### config.mk
export PLATFORM = sky130hd
export DESIGN_NAME = mult
export DESIGN_NICKNAME = d
export VERILOG_FILES = /design/src/rtl/mult.sv
export SDC_FILE = /design/constraint.sdc
export NUM_CORES = 1
export LEC_CHECK = 0
export CORE_MARGIN = 2
export CORE_UTILIZATION = 50
export DETAILED_ROUTE_END_ITERATION = 8
export PLACE_DENSITY = 0.77
export SYNTH_ARGS = -nofsm -noshare
export SYNTH_HDL_FRONTEND = slang
export SYNTH_SLANG_ARGS = --single-unit
### constraint.sdc
create_clock -name clk -period 4.2 [get_ports clk]
set_input_delay 1.26 -clock clk [delete_from_list [all_inputs] [get_ports clk]]
set_output_delay 1.26 -clock clk [all_outputs]
set_load 0.01 [all_outputs]
### src/rtl/mult.sv
// Signed 32x32 -> 64 radix-2 Booth multiplier, one iteration per clock, fixed 33-cycle latency.
// No backpressure: done is a single-cycle pulse and a new start at any time restarts the operation.
module mult (
    input  logic        clk,
    input  logic        reset,
    input  logic        MControl,
    input  logic [31:0] A,
    input  logic [31:0] B,
    output logic        busy,
    output logic        done,
    output logic [31:0] resultHi,
    output logic [31:0] resultLo
);

    typedef enum logic [1:0] {
        S_IDLE = 2'd0,
        S_RUN  = 2'd1,
        S_DONE = 2'd2
    } state_t;

    state_t      r_state;
    state_t      w_state_next;
    logic [5:0]  r_cnt;
    logic [31:0] r_a;
    logic [32:0] r_p;
    logic [31:0] r_q;
    logic        r_qm1;
    logic [31:0] r_hi;
    logic [31:0] r_lo;

    logic        w_iter;
    logic        w_finish;
    logic        w_last;
    logic [32:0] w_a33;
    logic [32:0] w_psum;

    assign w_last = (r_cnt == 6'd32);
    // 33-bit P keeps P - (-2^31) representable.
    assign w_a33  = {r_a[31], r_a};

    always_comb begin
        w_state_next = r_state;
        w_iter       = 1'b0;
        w_finish     = 1'b0;
        case (r_state)
            S_IDLE: begin
                if (MControl) w_state_next = S_RUN;
            end
            S_RUN: begin
                if (MControl) begin
                    w_state_next = S_RUN;
                end else if (w_last) begin
                    w_state_next = S_DONE;
                    w_finish     = 1'b1;
                end else begin
                    w_iter = 1'b1;
                end
            end
            S_DONE: begin
                w_state_next = MControl ? S_RUN : S_IDLE;
            end
            default: w_state_next = S_IDLE;
        endcase
    end

    always_comb begin
        w_psum = r_p;
        case ({r_q[0], r_qm1})
            2'b01:   w_psum = r_p + w_a33;
            2'b10:   w_psum = r_p - w_a33;
            default: w_psum = r_p;
        endcase
    end

    always_ff @(posedge clk) begin
        if (!reset) begin
            r_state <= S_IDLE;
            r_cnt   <= 6'd0;
            r_a     <= 32'd0;
            r_p     <= 33'd0;
            r_q     <= 32'd0;
            r_qm1   <= 1'b0;
            r_hi    <= 32'd0;
            r_lo    <= 32'd0;
        end else begin
            r_state <= w_state_next;
            if (MControl) begin
                r_a   <= A;
                r_cnt <= 6'd0;
                r_p   <= 33'd0;
                r_q   <= B;
                r_qm1 <= 1'b0;
            end else if (w_iter) begin
                // Add/subtract then arithmetic shift of {P,Q,q-1} in one step.
                r_p   <= {w_psum[32], w_psum[32:1]};
                r_q   <= {w_psum[0], r_q[31:1]};
                r_qm1 <= r_q[0];
                r_cnt <= r_cnt + 6'd1;
            end
            if (w_finish) begin
                r_hi <= r_p[31:0];
                r_lo <= r_q;
            end
        end
    end

    assign busy     = (r_state == S_RUN);
    assign done     = (r_state == S_DONE);
    assign resultHi = r_hi;
    assign resultLo = r_lo;

endmodule

==> impl_metrics.ini, run 1 <==
[status]
status = finished with violations
violations = setup timing

[placed_design]
place_ws_ns = -0.0341
globalplace.congestion = 0.916
dp_hpwl_um = 16300
place_area_mm2 = 0.0107
dp_cells = 1443
io_buffers = 132

[power_and_ir_drop]
p_switching_mw = 1.19
pwr-share-clk_pct = 40.0
p_sw_share_pct = 30.0
combPwrFrac_pct = 17.5
leakage_nw = 4.30
seq_power_share_pct = 42.6
power_density_mw_per_mm2 = 344
p_int_mw = 2.78
ir_drop_mv = 0.299

[sta]
relSlewSlack_pct = 34.6
skew_ns = 0.00932
finalSetupViolCount = 1
fin_setup_tns_ns = -0.0701
worst_slack_ns = -0.0701
tightest_slew_ns = 0.981
min_period_ns = 4.27
rsz0062_at_grt = true
fmax_mhz = 234
fin_crit_sh_pct = 102
slew_viol_final = 0
hold_ws_ns = 0.459
final-hold-violation-count = 0

[floorplan]
dieHeight_um = 139
rows = 49
die_area_mm2 = 0.0192
die_w_um = 139
start_util_pct = 50.7
boundaryPins = 133
core_mm2 = 0.0178

[route]
wl_per_cell_um = 15.5
drt_iter0_drc = 564
antenna_left = 0
wl_um = 23000
first_pass_iters = 5
routed_via_density = 5.56
drcViolationCount = 0
vias = 8274

[yosys]
synthTopCellsByArea = dfxtp_1 37%, nand2_1 9.2%, a21boi_0 7.9%, ha_1 5.0%, xnor2_1 4.6%
synthCells = 1119
synth_edf_count = 0
synth_ff_type = dfxtp_1
synth_cell_types = 60
syn_area_mm2 = 0.00905
yosysWarnings = 0
synth_top_area_share_pct = 37.4
yosysTopAreaCell = dfxtp_1
synthTopCellsByCount = 223 x nand2_1, 169 x dfxtp_1, 95 x a21boi_0
avgSynthCellArea_um2 = 8.09
seq_area_frac_synth_pct = 37.4
ys_ff_latch = 169
async_reset_ff_share_pct = 0
syn_nets = 1223
yosysMostFrequentCell = nand2_1

[finish]
area_growth_pct = 27.6
layout.nets = 1351
diodes = 0
design_area_mm2 = 0.0115
regArea_mm2 = 0.00338
multiInputGateArea_mm2 = 0.00549
fin_cells = 1489
fillers = 1548
final_layout_size_suffix_gt1_share_pct = 10.2

[min_path]
min_path_type = reg2reg
hold_depth = 2
hold_end = r_qm1
hold_path_startpoint = r_qm1

[clocking]
hold_buffers = 0
numCtsBuffers = 17
clock_sinks = 169
cts_max_level = 4
clkLatencyLatePin_ns = 0.44
cts.path.max_buffers = 2
cts-root-buf = clkbuf_16
cts_tree = built
clk_pin_slew_ns = 0.07

[setup_path]
path_buf_inv = 0
timing.rr.start = r_a[10]
max_stage_delay_ns = 0.55
path_max_fanout = 4
cp_cell_sequence = or4_4 > nor3_4 > nand2b_1 > or3_4 > or3_4 > nor3_4 > a31oi_1 > xnor2_1 > ha_2 > a21o_1 > a211o_1 > o22a_1 > a41oi_2 > xor2_1 > a21oi_1
r2r_slack_ns = -0.07
reg2reg_to = r_p[30]
path_class = reg2reg
critPathCaptureType = flop
cpMaxStageDelayCell = or4_4
cpLargestDelayFamily = simple AND/OR/NAND/NOR gates
r2r_cells = 15
cp-start-kind = flop
crit_arrival_ns = 4.59
crit_required_ns = 4.52

[global_routing]
grt_pass1_wl_um = 37700
grt_pass1_vias = 7675
grt_usage_pct = 23.6
grt_max_degree = 95
overflow = 0
antenna_found_initial = 0

[job]
maxCapViolations = 0
==> per-stage QoR <==
stage | power [mW] | utilization [%]
floorplan | 2.17 | -
global placement | 2.36 | 59.9
detailed placement | 2.37 | 59.9
CTS | 3.95 | 63.2
global route | 4.15 | 64.7
finish | 3.98 | 64.7
==> power by group through the flow <==
stage          clock network [mW]  registers (mW)  logic, mW
2_1_floorplan                   0            1.72      0.449
4_1_cts                      1.61            1.69      0.648
6_report                     1.59            1.69      0.694
3_5_place_dp                    0            1.73      0.642
5_1_grt                      1.69            1.70      0.760
3_3_place_gp                    0            1.73      0.633
==> cell usage in the layout (no fill, tap or decap), drive strengths merged, types with 17 or more instances in the layout <==
cell           instances
nor2                  70
nor2b                 42
ha                    36
inv                   32
buf                   54
a22oi                 31
o21ai                 43
a21oi                 72
mux2i                 34
dfxtp                169
clkdlybuf4s50        130
xnor2                 48
a21boi                95
nand2                223
clkbuf                17
==> final cells by class <==
| cell class | instances | area share (%) |
|---|---|---|
| Clock buffer | 17 | 3.68 |
| Clock inverter | 15 | 1.44 |
| Inverter | 20 | 0.650 |
| Multi-Input combinational cell | 855 | 47.5 |
| Sequential cell | 169 | 29.3 |
| Tap cell | 229 | 2.48 |
| Timing Repair Buffer | 184 | 14.9 |
==> tightest hold or removal path, cell delays in order (launching register included) <==
cell     delay (ns)
dfxtp_1        0.31
nand2_1        0.05
a21oi_1        0.05
==> how the worst max path moves through the flow <==
stage / start / to / slack [ns] / cells after the start
6_report: r_a[10] / r_p[30] / -0.07 / 15
5_1_grt: r_a[10] / r_p[31] / -0.20 / 19
4_1_cts: r_a[9] / r_p[31] / 0.03 / 17
3_5_place_dp: r_a[9] / r_p[31] / -0.03 / 17
3_3_place_gp: r_a[9] / r_p[31] / 0.09 / 17
2_1_floorplan: r_a[9] / r_p[31] / 0.09 / 20
==> state kept, by name, summed over array words and instances (netlist names) <==
register  count
r_p          32
r_qm1         1
r_cnt         6
resultHi     32
r_state       2
resultLo     32
r_q          32
r_a          32
==> kinds of logic (layout without fill, tap and decap cells) <==
kind of cell	after synthesis	after routing	synth area share [%]
fa+ha+maj	37	37	5.20
buf+inv	95	236	3.94
simple gates	406	406	20.3
compound gates	315	315	23.3
flops	169	169	37.4
mux	34	34	3.76
xor+xnor	63	63	6.10
==> per-layer routing <==
| metal | vias up | track usage, % | wire length, um |
|---|---|---|---|
| met5 | - | 0 | 0 |
| met4 | 0 | 6.98 | 354 |
| met3 | 35 | 4.66 | 1310 |
| met2 | 226 | 38.8 | 10700 |
| met1 | 3871 | 31.6 | 10700 |
| li1 | 4142 | - | - |
==> timing repair <==
item | 4_1_cts | 5_1_grt
endpoints found under the setup margin | 1 | 11
setup buffers | 0 | 14
pin swaps | 0 | 29
resized for setup | 1 | 43
No activity file was read; power rests on OpenSTA's default activity.
==> run 2: changes to the inputs <==
CORE_UTILIZATION = 51   (was 50)
CTS_BUF_LIST = sky130_fd_sc_hd__clkbuf_8   (was not set)
CTS_CLUSTER_SIZE = 40   (was not set)
PLACE_DENSITY = 0.79   (was 0.77)
==> run 2 against run 1 <==
Compared with the run above: the flow now finishes without violations; hold slack better by 0.010 ns; critical path depth up 3; sequential share of layout area grew 0.83 points; via count down 0.24%; largest cell class unchanged; highest routed layer unchanged.
==> impl_metrics.ini, run 2 (synthesized netlist as in run 1, its figures left out) <==
[setup_path]
cp_cell_sequence = or4_4 > nor3_4 > nand2b_1 > or3_4 > nor3b_2 > buf_4 > a21oi_1 > xnor2_1 > ha_2 > a21oi_4 > o21ai_2 > or3_1 > a211o_1 > nand2_2 > xor2_1 > nor2_1 > a21oi_1 > a21oi_1
cp_num_cells = 18
reg2reg_to = r_p[21]
startpoint = r_a[9]
max_stage_delay_ns = 0.56
critPathCaptureType = flop
path_class = reg2reg
r2r_cells = 18
path_max_fanout = 6
cp-start-kind = flop
crit_arrival_ns = 4.38
crit_required_ns = 4.55
cpLargestDelayFamily = simple AND/OR/NAND/NOR gates
path_common_cell = a21oi_1
r2r_slack_ns = 0.18
worstSetupEndpoint = r_p[21]
timing.rr.start = r_a[9]
path_buf_inv = 1
cpMaxStageDelayCell = or4_4

[route]
wl_um = 22700
wl_per_cell_um = 15.3
routed_via_density = 5.57
antenna_left = 0
first_pass_iters = 5
vias = 8254
drt_iter0_drc = 577
drcViolationCount = 0

[global_routing]
grt_usage_pct = 24.4
grt_pass1_vias = 7558
grt_max_degree = 132
grt_pass1_wl_um = 36800
overflow = 0
antenna_found_initial = 0

[placed_design]
io_buffers = 132
place_area_mm2 = 0.0107
dp_cells = 1444
place_ws_ns = 0.113
globalplace.congestion = 0.925
dp_hpwl_um = 15900

[floorplan]
die_area_mm2 = 0.0188
start_util_pct = 52.3
dieHeight_um = 137
core_mm2 = 0.0173
rows = 48
die_w_um = 137
boundaryPins = 133

[finish]
layout.nets = 1347
regArea_mm2 = 0.00338
fillers = 1531
diodes = 0
final_util_pct = 64.9
fin_cells = 1481
multiInputGateArea_mm2 = 0.00543
final_layout_size_suffix_gt1_share_pct = 9.00
design_area_mm2 = 0.0112
area_growth_pct = 24.1
final_common_cell = nand2_1
layout_common_cells = 222 x nand2_1, 168 x dfxtp_1, 130 x clkdlybuf4s50_1

[clocking]
clock_sinks = 169
clkLatencyLatePin_ns = 0.48
cts_max_level = 4
cts_tree = built
cts-root-buf = clkbuf_8
cts.path.max_buffers = 2
clk_pin_slew_ns = 0.10
numCtsBuffers = 17
hold_buffers = 0

[sta]
final-hold-violation-count = 0
min_period_ns = 4.02
fmax_mhz = 249
relSlewSlack_pct = 29.9
tightest_slew_ns = 1.05
rsz0062_at_grt = true
fin_crit_sh_pct = 95.7
slew_viol_final = 0
skew_ns = 0.0162
worst_slack_ns = 0.179
finalSetupViolCount = 0

[power_and_ir_drop]
power_density_mw_per_mm2 = 314
leakage_nw = 4.15
ir_drop_mv = 0.201
finalPower_mw = 3.53

[job]
maxCapViolations = 0

[min_path]
hold_path_startpoint = resultHi[5]
min_path_type = reg2reg

[status]
status = finished, final reports clean
==> run 2: cell count changes in the layout (fill, tap and decap cells not counted), sizes merged <==
cell / before / now
clkinvlp: 0 / 3
inv: 32 / 28
buf: 54 / 50
clkinv: 3 / 4
==> run 2: worst reg2reg max path, cell delays in order, from the launching register on <==
cell      delay, ns
dfxtp_2        0.33
or4_4          0.56
nor3_4         0.14
nand2b_1       0.11
or3_4          0.36
nor3b_2        0.22
buf_4          0.15
a21oi_1        0.07
xnor2_1        0.21
ha_2           0.36
a21oi_4        0.22
o21ai_2        0.08
or3_1          0.31
a211o_1        0.24
nand2_2        0.12
xor2_1         0.15
nor2_1         0.05
a21oi_1        0.14
a21oi_1        0.09
==> run 2: stage by stage <==
step / TNS, ns / hold slack, ns
after global placement: 0 / 0.445
after detailed placement: 0 / 0.459
after CTS: 0 / 0.473
final: 0 / 0.469
after global routing: -0.285 / 0.487
after floorplan: 0 / 0.436
==> run 2: area by class of cell <==
cell class / count / share of cell area [%]
timing repair buffer: 180 / 14.9
tap: 225 / 2.51
clock inverter: 15 / 1.38
multi-input combinational: 855 / 48.3
clock buffer: 17 / 2.08
inverter: 20 / 0.668
sequential: 169 / 30.1
==> run 2: how the worst min path moves through the flow <==
stage / end / cells after the start / slack, ns
3_5_place_dp: resultHi[1] / 2 / 0.46
5_1_grt: resultHi[20] / 2 / 0.49
4_1_cts: resultHi[1] / 2 / 0.47
2_1_floorplan: r_qm1 / 2 / 0.44
6_report: resultHi[5] / 2 / 0.47
3_3_place_gp: r_qm1 / 2 / 0.45
==> run 2: per-layer routing <==
layer	track usage [%]	part of all wire, %	vias up
met5	0	0	-
met4	7.50	1.7	0
met3	3.86	6.2	34
met2	39.7	46	245
met1	33.3	46	3857
li1	-	-	4118
==> run 2: repair_timing <==
item	CTS	global route
resized for setup	0	26
buffers inserted	0	5
endpoints found under the setup margin	0	9
==> run 2: power by group <==
group,switching (mW),internal [mW]
combinational,0.362,0.329
sequential,0.0445,1.65
clock,0.703,0.444
total,1.11,2.42
==> run 3: changes to the inputs <==
CORE_UTILIZATION = 35   (was 51)
DONT_BUFFER_PORTS = 1   (was not set)
GPL_TIMING_DRIVEN = 1   (was not set)
PLACE_DENSITY = 0.51   (was 0.79)
==> run 3 against run 2 <==
Compared with the run above: hold slack lost 0.0012 ns; wire length grew 4.6%; sequential share of layout area grew 3.6 points; core utilization shrank 25 points; power shrank 2.3%; clock skew shrank 0.0024 ns; critical path type unchanged; critical endpoint is now r_p[30].
==> impl_metrics.ini, run 3 (synthesized netlist as in run 1, its figures left out) <==
[status]
status = finished, final reports clean

[power_and_ir_drop]
combPwrFrac_pct = 17.0
p_sw_share_pct = 31.5
p_switching_mw = 1.09
p_int_mw = 2.36
ir_drop_mv = 0.165
power_density_mw_per_mm2 = 343
seq_power_share_pct = 49.1
leakage_nw = 3.65
pwr-share-clk_pct = 33.8

[min_path]
hold_depth = 2
min_path_type = reg2reg

[global_routing]
grt_pass1_vias = 7027
grt_usage_pct = 17.3
grt_max_degree = 134
overflow = 0
antenna_found_initial = 0
grt_pass1_wl_um = 37400

[placed_design]
dp_hpwl_um = 16800
io_buffers = 0
globalplace.congestion = 0.898
place_ws_ns = 0.0962

[sta]
finalSetupViolCount = 0
min_period_ns = 4.10
worst_slack_ns = 0.0955
hold_ws_ns = 0.468
fin_crit_sh_pct = 97.7
final-hold-violation-count = 0
relSlewSlack_pct = 39.1
rsz0062_at_grt = true
tightest_slew_ns = 0.912
fmax_mhz = 244
skew_ns = 0.0139
slew_viol_final = 0

[setup_path]
path_class = reg2reg
critPathCaptureType = flop
path_max_fanout = 3
cp-start-kind = flop
crit_required_ns = 4.55
r2r_cells = 16
crit_arrival_ns = 4.46

[clocking]
clk_pin_slew_ns = 0.11
cts-root-buf = clkbuf_8
hold_buffers = 0
numCtsBuffers = 17
cts_tree = built
clock_sinks = 169
clkLatencyLatePin_ns = 0.47
cts.path.max_buffers = 2
cts_max_level = 4

[finish]
final_layout_size_suffix_gt1_share_pct = 9.80
diodes = 0
final_common_cell = nand2_1
layout_common_cells = 221 x nand2_1, 169 x dfxtp_1, 95 x a21boi_0
area_growth_pct = 10.9
layout.nets = 1213
final_util_pct = 39.7

[route]
wl_per_cell_um = 16.3
antenna_left = 0
first_pass_iters = 4
wl_um = 23700
drcViolationCount = 0
vias = 7524
routed_via_density = 5.18
drt_iter0_drc = 481

[floorplan]
boundaryPins = 133
start_util_pct = 35.8
rows = 58
die_area_mm2 = 0.0272
die_w_um = 165
core_mm2 = 0.0253
dieHeight_um = 165

[job]
maxCapViolations = 0
## run 3: cell types whose count changed in the layout (fill, tap and decap cells not counted), sizes merged
| cell | change |
|---|---|
| clkinv | -1 |
| buf | -4 |
| clkinvlp | +1 |
| clkdlybuf4s50 | -130 |
## run 3: per-layer routing
layer,track usage [%],up-vias,part of all wire (%)
li1,-,3857,-
met1,23.7,3514,50
met2,28.1,139,45
met3,2.89,14,4.5
met4,4.58,0,0.79
met5,0,-,0
## run 3: area by class of cell
type | instances | area, um2
inverters | 20 | 75.1
repair buffers | 46 | 345
multi-input cells | 855 | 5430
fillers | 2653 | 15200
clock inverters | 15 | 154
flip-flops and latches | 169 | 3380
well taps | 330 | 413
clock buffers | 17 | 234
## run 3: worst max-delay path, cell delays in order, from the launching register on
cell      delay (ns)
dfxtp_1         0.32
or4_4           0.56
nor3_4          0.14
nand2b_1        0.11
or3_4           0.40
or3_4           0.37
nor3_4          0.21
buf_4           0.14
a31oi_1         0.11
xnor2_1         0.25
ha_1            0.31
a21o_1          0.18
a211o_1         0.28
o22a_1          0.20
a41oi_2         0.17
xor2_1          0.16
a21oi_1         0.08
## run 3: per-stage QoR
| step | std cells | power [mW] | cell area [um2] | TNS [ns] |
|---|---|---|---|---|
| final | 1452 | 3.45 | 10000 | 0 |
| after global routing | 1452 | 3.62 | 10000 | -0.151 |
| after CTS | 1446 | 3.46 | 9880 | 0 |
| after detailed placement | 1414 | 2.29 | 9500 | 0 |
| after global placement | 1414 | 2.29 | 9500 | 0 |
| after floorplan | 1119 | 2.17 | 9050 | 0 |
## run 3: repair_timing
item | 4_1_cts | 5_1_grt
setup endpoints to repair | 0 | 9
gates resized for setup | 0 | 30
setup buffers | 0 | 6
## run 3: path summary, 6_finish.rpt
check	slack (ns)	from	endpoint
worst max-delay path	0.1	r_a[9]	r_p[30]
worst min-delay path	0.47	r_qm1	r_qm1
worst max register to register	0.1	r_a[9]	r_p[30]
worst min register to register	0.47	r_qm1	r_qm1
## run 3: power by group through the flow
stage	clock network [mW]	registers, mW	logic (mW)
after global routing	1.27	1.70	0.654
after global placement	0	1.73	0.560
final	1.17	1.69	0.588
after CTS	1.21	1.69	0.565
after detailed placement	0	1.73	0.563
after floorplan	0	1.72	0.449
==> RTL edit 1 (settings of run 1) <==
Make the reset (`reset`) asynchronous in one clocked block.
--- a/src/rtl/mult.sv
+++ b/src/rtl/mult.sv
@@ -73,5 +73,5 @@
     end
 
-    always_ff @(posedge clk) begin
+    always_ff @(posedge clk or negedge reset) begin
         if (!reset) begin
             r_state <= S_IDLE;
Behaviour: differs if reset is asserted again (counterexample within 4 cycles, from zero or initial values and one cycle with reset low); with reset held inactive, the same outputs for 10 cycles.
==> RTL edit 1 against run 1 <==
- wire length is 4.0% higher
- synthesized cell count is 5.0% lower
- setup slack better by 0.24 ns
- sequential cell count stayed put
- first-iteration DRC count is 24% higher
- cell area is 1.2% higher
- worst hold slack better by 0.010 ns
- critical endpoint is now r_p[24]$_DFFE_PN0P_
- area after synthesis is 3.4% higher
Power is not compared: it rests on default switching activity, and its combinational part moved more than twofold at a synthesized area within 25%.
==> RTL edit 1: results (changes against run 1) <==
- The number of distinct library cells after synthesis is 58 (-3.3%).
- Clock-pin slew was measured on the worst setup and hold paths at 0.08 ns.
- The net count of the mapped netlist was 1167 (-4.6%).
- The critical path in this run is classified as reg2reg.
- The ratio of routed vias to standard cells was 5.56 (+0.15%).
- The worst setup slack before clock tree synthesis is 0.0920 ns (+0.126 ns).
- The area share of the largest cell type after synthesis came to 0.452 (+0.0780).
- By area the synthesized netlist is led by sky130_fd_sc_hd__dfrtp_1, sky130_fd_sc_hd__nand2_1, sky130_fd_sc_hd__ha_1.
- The number of max-slew violations in the final report is 0 (unchanged).
- The share of cells above drive strength 1 came to 0.0930 (-0.00854).
- The post-synthesis sequential area ratio is 0.452 (+0.0780).
- The total global routing track utilization came to 0.248 (+0.0118).
- The post-synthesis average cell area is 8.81 µm² (+8.9%).
- The run finished with clean final reports.
- The deepest level of the CTS H-tree is 4 (unchanged).
- The root buffer selected by CTS is sky130_fd_sc_hd__clkbuf_16.
- The largest net degree at the start of global routing is 101 (+6.3%).
- The length in cells of the worst reg-to-reg path is 15 (unchanged).
- The diode insertion count for antenna repair is 0 (unchanged).
- The number of non-filler instances in the completed layout came to 1427 (-4.2%).
- The worst supply voltage drop on vdd is about 320 µV.
- By count the netlist is led by sky130_fd_sc_hd__nand2_1, sky130_fd_sc_hd__dfrtp_1, sky130_fd_sc_hd__a21oi_1.
- The number of buffers created by CTS is 17 (unchanged).
- The worst clock skew on the final layout came to 0.0131 ns (+0.00377 ns).
- The half-perimeter wire length of the detailed placement result is 16.3 mm (-0.11%).
- The detailed-routing iteration count for the pre-antenna-repair pass came to 7 (+2).
- The cell count after placement is 1393 (-3.5%).
- The average detailed-routed wire length per instance is 16.8 µm (+8.5%).
- The largest individual stage delay along the critical path comes from the cell sky130_fd_sc_hd__or4b_4.
- The start of the worst register-to-register path is r_a[1]$_DFFE_PN0P_.
- The final RePlAce weighted congestion is 0.898 (-1.9%).
- The leakage power is 0.00534 µW.
- The class of the tightest hold or removal check is reg2reg.
- The number of nets in the finished design is 1284 (-5.0%).
- The wire length of the first global-routing pass is 39.7 mm (+5.4%).
- The setup slack on the worst flop-to-flop path was 0.17 ns (+0.24 ns).
- The delay of the slowest cell on the worst path was 0.50 ns (-0.05 ns).
- The count of buffers from port buffering is 132 (unchanged).
- The largest fanout on the critical path is 5 (+1).
- The switching power summed over all nets is around 2500 µW.
- The initial antenna violation count is 0 (unchanged).
- The filler cell count is 1593 (+2.9%).
- The relative slew slack is 0.276 (-0.0705).
- The fraction of registers with async set or reset after synthesis came to 1.00 (+1.00).
- The Yosys warning count is 0 (unchanged).
- The capture instance of the worst register-to-register path is r_p[24]$_DFFE_PN0P_.
- The data arrival time of the critical path came to 4.34 ns (-0.25 ns).
- The most used flip-flop cell after synthesis is sky130_fd_sc_hd__dfrtp_1.
- The maximum buffer depth of the clock tree was 2 (unchanged).
- The clock insertion delay at the later pin of the skew report is around 0.45 ns.
- The final critical-path share of the clock period is 0.959 (-0.0580).
- The number of design-rule violations left by the first detailed-router iteration is 700 (+24%).
- The via count of the first global-routing pass is 7744 (+0.90%).
## RTL edit 1: power groups by stage
stage	sequential, µW	combinational, µW	clock [µW]
floorplan	2040	1860	0
global placement	2130	2440	0
global route	2140	2890	1730
detailed placement	2130	2440	0
finish	2110	2600	1640
CTS	2100	2470	1670
## RTL edit 1: kinds of logic (layout without fill, tap and decap cells)
| group | after synthesis | count (layout) | synth area share |
|---|---|---|---|
| mux | 37 | 37 | 0.0428 |
| buf+inv | 77 | 207 | 0.0313 |
| xor+xnor | 57 | 57 | 0.0533 |
| simple gates | 461 | 461 | 0.222 |
| fa+ha+maj | 37 | 37 | 0.0503 |
| flops | 169 | 169 | 0.452 |
| compound gates | 225 | 225 | 0.149 |
## RTL edit 1: worst min path at each step
stage,startpoint,cells past startpoint,end,slack [ns]
after global routing,resultHi[16]$_DFFE_PN0P_,2,resultHi[16]$_DFFE_PN0P_,0.50
after floorplan,r_state[1]$_DFFE_PN0P_,1,r_state[0]$_DFFE_PN0P_,0.43
final,r_state[1]$_DFFE_PN0P_,1,r_state[0]$_DFFE_PN0P_,0.47
after CTS,r_state[1]$_DFFE_PN0P_,1,r_state[0]$_DFFE_PN0P_,0.47
after global placement,r_state[1]$_DFFE_PN0P_,1,r_state[0]$_DFFE_PN0P_,0.44
after detailed placement,r_state[1]$_DFFE_PN0P_,1,r_state[0]$_DFFE_PN0P_,0.45
## RTL edit 1: final cells by class
class / instances / area, µm² / share of cell area
sequential: 169 / 4230 / 0.362
multi-input combinational: 817 / 4940 / 0.423
clock buffer: 17 / 425 / 0.0364
clock inverter: 15 / 213 / 0.0182
timing repair buffer: 154 / 1510 / 0.129
inverter: 21 / 78.8 / 0.00674
tap: 234 / 293 / 0.0250
## RTL edit 1: worst max-delay path, delay by kind of cell, from the launching register on
| kind | cells | cell delay (ns) |
|---|---|---|
| AOI/OAI and AO/OA | 6 | 0.83 |
| xor gates and xnor gates | 2 | 0.47 |
| adders and majority gates | 2 | 0.53 |
| buffers and inverters | 2 | 0.27 |
| and+or+nand+nor | 3 | 1.36 |
| DFF | 1 | 0.44 |
## RTL edit 1: repair_timing
action | in CTS | in global routing
buffers inserted | 0 | 2
setup endpoints to repair | 0 | 12
gates resized for setup | 0 | 26
## RTL edit 1: metal layers
layer	share of wire	track usage
met1	0.47	0.350
met2	0.47	0.391
met3	0.032	0.0316
met4	0.026	0.0979
met5	0	0
## RTL edit 1: metrics by stage
step	hold slack, ns	cell area [µm²]	util	total power [µW]
3_5_place_dp	0.454	10900	0.591	4580
2_1_floorplan	0.433	9360	-	3900
4_1_cts	0.468	11600	0.625	6250
3_3_place_gp	0.442	10900	0.591	4570
6_report	0.469	11700	0.631	6360
5_1_grt	0.496	11700	0.631	6770
==> RTL edit 2 (config.mk and constraints of run 1) <==
Without the edit above. Re-encode `state_t` (3 states) as one-hot, 3 bits wide.
--- a/src/rtl/mult.sv
+++ b/src/rtl/mult.sv
@@ -13,8 +13,8 @@
 );
 
-    typedef enum logic [1:0] {
-        S_IDLE = 2'd0,
-        S_RUN  = 2'd1,
-        S_DONE = 2'd2
+    typedef enum logic [2:0] {
+        S_IDLE = 3'b001,
+        S_RUN  = 3'b010,
+        S_DONE = 3'b100
     } state_t;
 
Behaviour: no difference found for any inputs over 10 cycles, from zero or initial values and one cycle with reset low; not proved beyond that.
==> RTL edit 2 against run 1 <==
- the run ends with DRC left
- wire length fell by 1.6%
- utilization decreased by 0.67 points
- critical path depth unchanged
- sequential cell count increased by 1
- cell area is 0.32% higher
- sequential power hardly changed
- die area rose by 2.2%
- setup slack gained 0.19 ns
- area after synthesis up 2.3%
- power is 1.3% higher
- largest power group is now the clock network
==> RTL edit 2: results (changes against run 1) <==
- The flow ran to the end, but the final reports show violations.
- The final reports fail on DRC.
- The leakage power came to 0.00435 µW (+1.2%).
- The average detailed-routed wire length per instance is 15.3 µm (-1.2%).
- The placed instance area was 10800 µm² (+1.4%).
- The detailed-routing iteration count for the pre-antenna-repair pass was 9 (+4).
- The maximum buffer depth of the clock tree is 2 (unchanged).
- The clock insertion delay at the later pin of the skew report is 0.42 ns (-0.02 ns).
- The post-synthesis sequential area ratio is 0.368 (-0.00622).
- In the synthesized netlist the dominant register cell turns out to be sky130_fd_sc_hd__dfxtp_1.
- The switching portion of total power was 0.253 (-0.0474).
- The worst setup slack before clock tree synthesis is 0.0122 ns (+0.0463 ns).
- The wire length of the first global-routing pass came to 37.7 mm (+0.20%).
- The root buffer selected by CTS is sky130_fd_sc_hd__clkbuf_16.
- The final RePlAce weighted congestion is 0.954 (+4.2%).
- The largest net degree at the start of global routing is 132 (+39%).
- The diode insertion count for antenna repair is 0 (unchanged).
- The deepest level of the CTS H-tree is 4 (unchanged).
- The largest fanout on the critical path is 5 (+1).
- The total global routing track utilization is 0.231 (-0.00463).
- The delay of the slowest cell on the worst path is 0.55 ns (about the same).
- The initial antenna violation count is 0 (unchanged).
- The net count of the mapped netlist is 1232 (+0.74%).
- The number of distinct library cells after synthesis is 65 (+8.3%).
- The post-detailed-route DRC marker count is 16 (+16).
- The data arrival time of the critical path is 4.44 ns (-0.15 ns).
- The number of design-rule violations left by the first detailed-router iteration is 625 (+11%).
- The instance count of the mapped netlist came to 1128 (+0.80%).
- Counting instances in the post-synthesis netlist gives the leading cell types as sky130_fd_sc_hd__nand2_1, sky130_fd_sc_hd__dfxtp_1, sky130_fd_sc_hd__a21boi_0.
- The top cell family by delay on the critical path is compound AO/OA/AOI/OAI gates.
- The count of buffers from port buffering is 132 (unchanged).
- The transition time at the pin with the least slew margin is 1.05 ns (+0.0652 ns).
- The register clock-pin slew on the reported worst setup and hold paths is 0.06 ns.
- The count of vias placed by the detailed router was 8363 (+1.1%).
- The worst hold path belongs to the class reg2reg.
- The via count of the first global-routing pass is 7622 (-0.69%).
- The number of buffers created by CTS is 17 (unchanged).
- The filler cell count is 1554 (+0.39%).
- The half-perimeter wire length of the detailed placement result is 16.2 mm (-0.85%).
- The worst supply voltage drop on vdd is 288 µV (-3.8%).
- The share of cells above drive strength 1 is 0.0789 (-0.0226).
- The largest individual stage delay along the critical path comes from the cell sky130_fd_sc_hd__or4_4.
- The worst clock skew on the final layout is 0.00917 ns (-0.000152 ns).
- The cell count after placement is 1449 (+0.42%).
- The ratio of routed vias to standard cells was 5.64 (+1.5%).
- The number of nets in the finished design was 1347 (-0.30%).
- The fraction of registers with async set or reset after synthesis came to 0 (unchanged).
- In the post-synthesis netlist, the biggest area contributors are sky130_fd_sc_hd__dfxtp_1, sky130_fd_sc_hd__nand2_1, sky130_fd_sc_hd__a21boi_0.
-- RTL edit 2: per-layer routing --
| metal | routed length, µm | GRT usage |
|---|---|---|
| met1 | 11000 | 0.336 |
| met2 | 9960 | 0.362 |
| met3 | 1510 | 0.0332 |
| met4 | 242 | 0.0590 |
| met5 | 0 | 0 |
-- RTL edit 2: cell type report --
cell class,count,area [µm²],share of cell area
sequential,170,3400,0.294
timing repair buffer,167,1580,0.136
tap,229,287,0.0247
multi-input combinational,860,5570,0.481
clock inverter,12,211,0.0183
clock buffer,18,439,0.0379
inverter,27,101,0.00875
-- RTL edit 2: cell families after synthesis --
family / count (synthesis) / share of synthesized area
multiplexers: 35 / 0.0378
flip-flops: 170 / 0.368
AND/OR/NAND/NOR: 396 / 0.199
buffers and inverters: 98 / 0.0400
XOR/XNOR: 60 / 0.0568
AO/OA/AOI/OAI: 332 / 0.249
adder cells (fa/ha/maj): 37 / 0.0508
-- RTL edit 2: power by group through the flow --
stage	sequential [µW]	clock, µW	combinational (µW)
after floorplan	1720	0	396
after global placement	1730	0	562
after detailed placement	1730	0	570
after CTS	1690	1770	573
after global routing	1700	1840	649
final	1690	1750	587
-- RTL edit 2: path summary, 6_finish.rpt --
kind                       startpoint                       end  slack [ns]  depth (start not counted)
max               r_a[7]$_SDFFE_PN0P_      r_p[31]$_SDFFE_PP0P_        0.12                         15
min          resultHi[5]$_SDFFE_PN0P_  resultHi[5]$_SDFFE_PN0P_        0.47                          2
max reg2reg       r_a[7]$_SDFFE_PN0P_      r_p[31]$_SDFFE_PP0P_        0.12                         15
min reg2reg  resultHi[5]$_SDFFE_PN0P_  resultHi[5]$_SDFFE_PN0P_        0.47                          2
-- RTL edit 2: repair_timing --
action	in CTS	in global routing
setup endpoints to repair	1	8
buffers inserted	0	4
pin swaps	0	6
endpoints found under the hold margin	0	0
resized for setup	1	15
-- RTL edit 2: worst min-delay path, cell delays in order, from the launching register on --
cell and delay (ns):
sky130_fd_sc_hd__dfxtp_1 0.31, sky130_fd_sc_hd__nand2_1 0.04, sky130_fd_sc_hd__a21boi_0 0.06
-- RTL edit 2: stage by stage --
step           hold WS, ns  total power, µW   util
6_report             0.466             4030  0.641
4_1_cts              0.466             4040  0.635
3_5_place_dp         0.453             2300  0.599
2_1_floorplan        0.436             2110      -
3_3_place_gp         0.442             2290  0.599
5_1_grt              0.484             4190  0.641
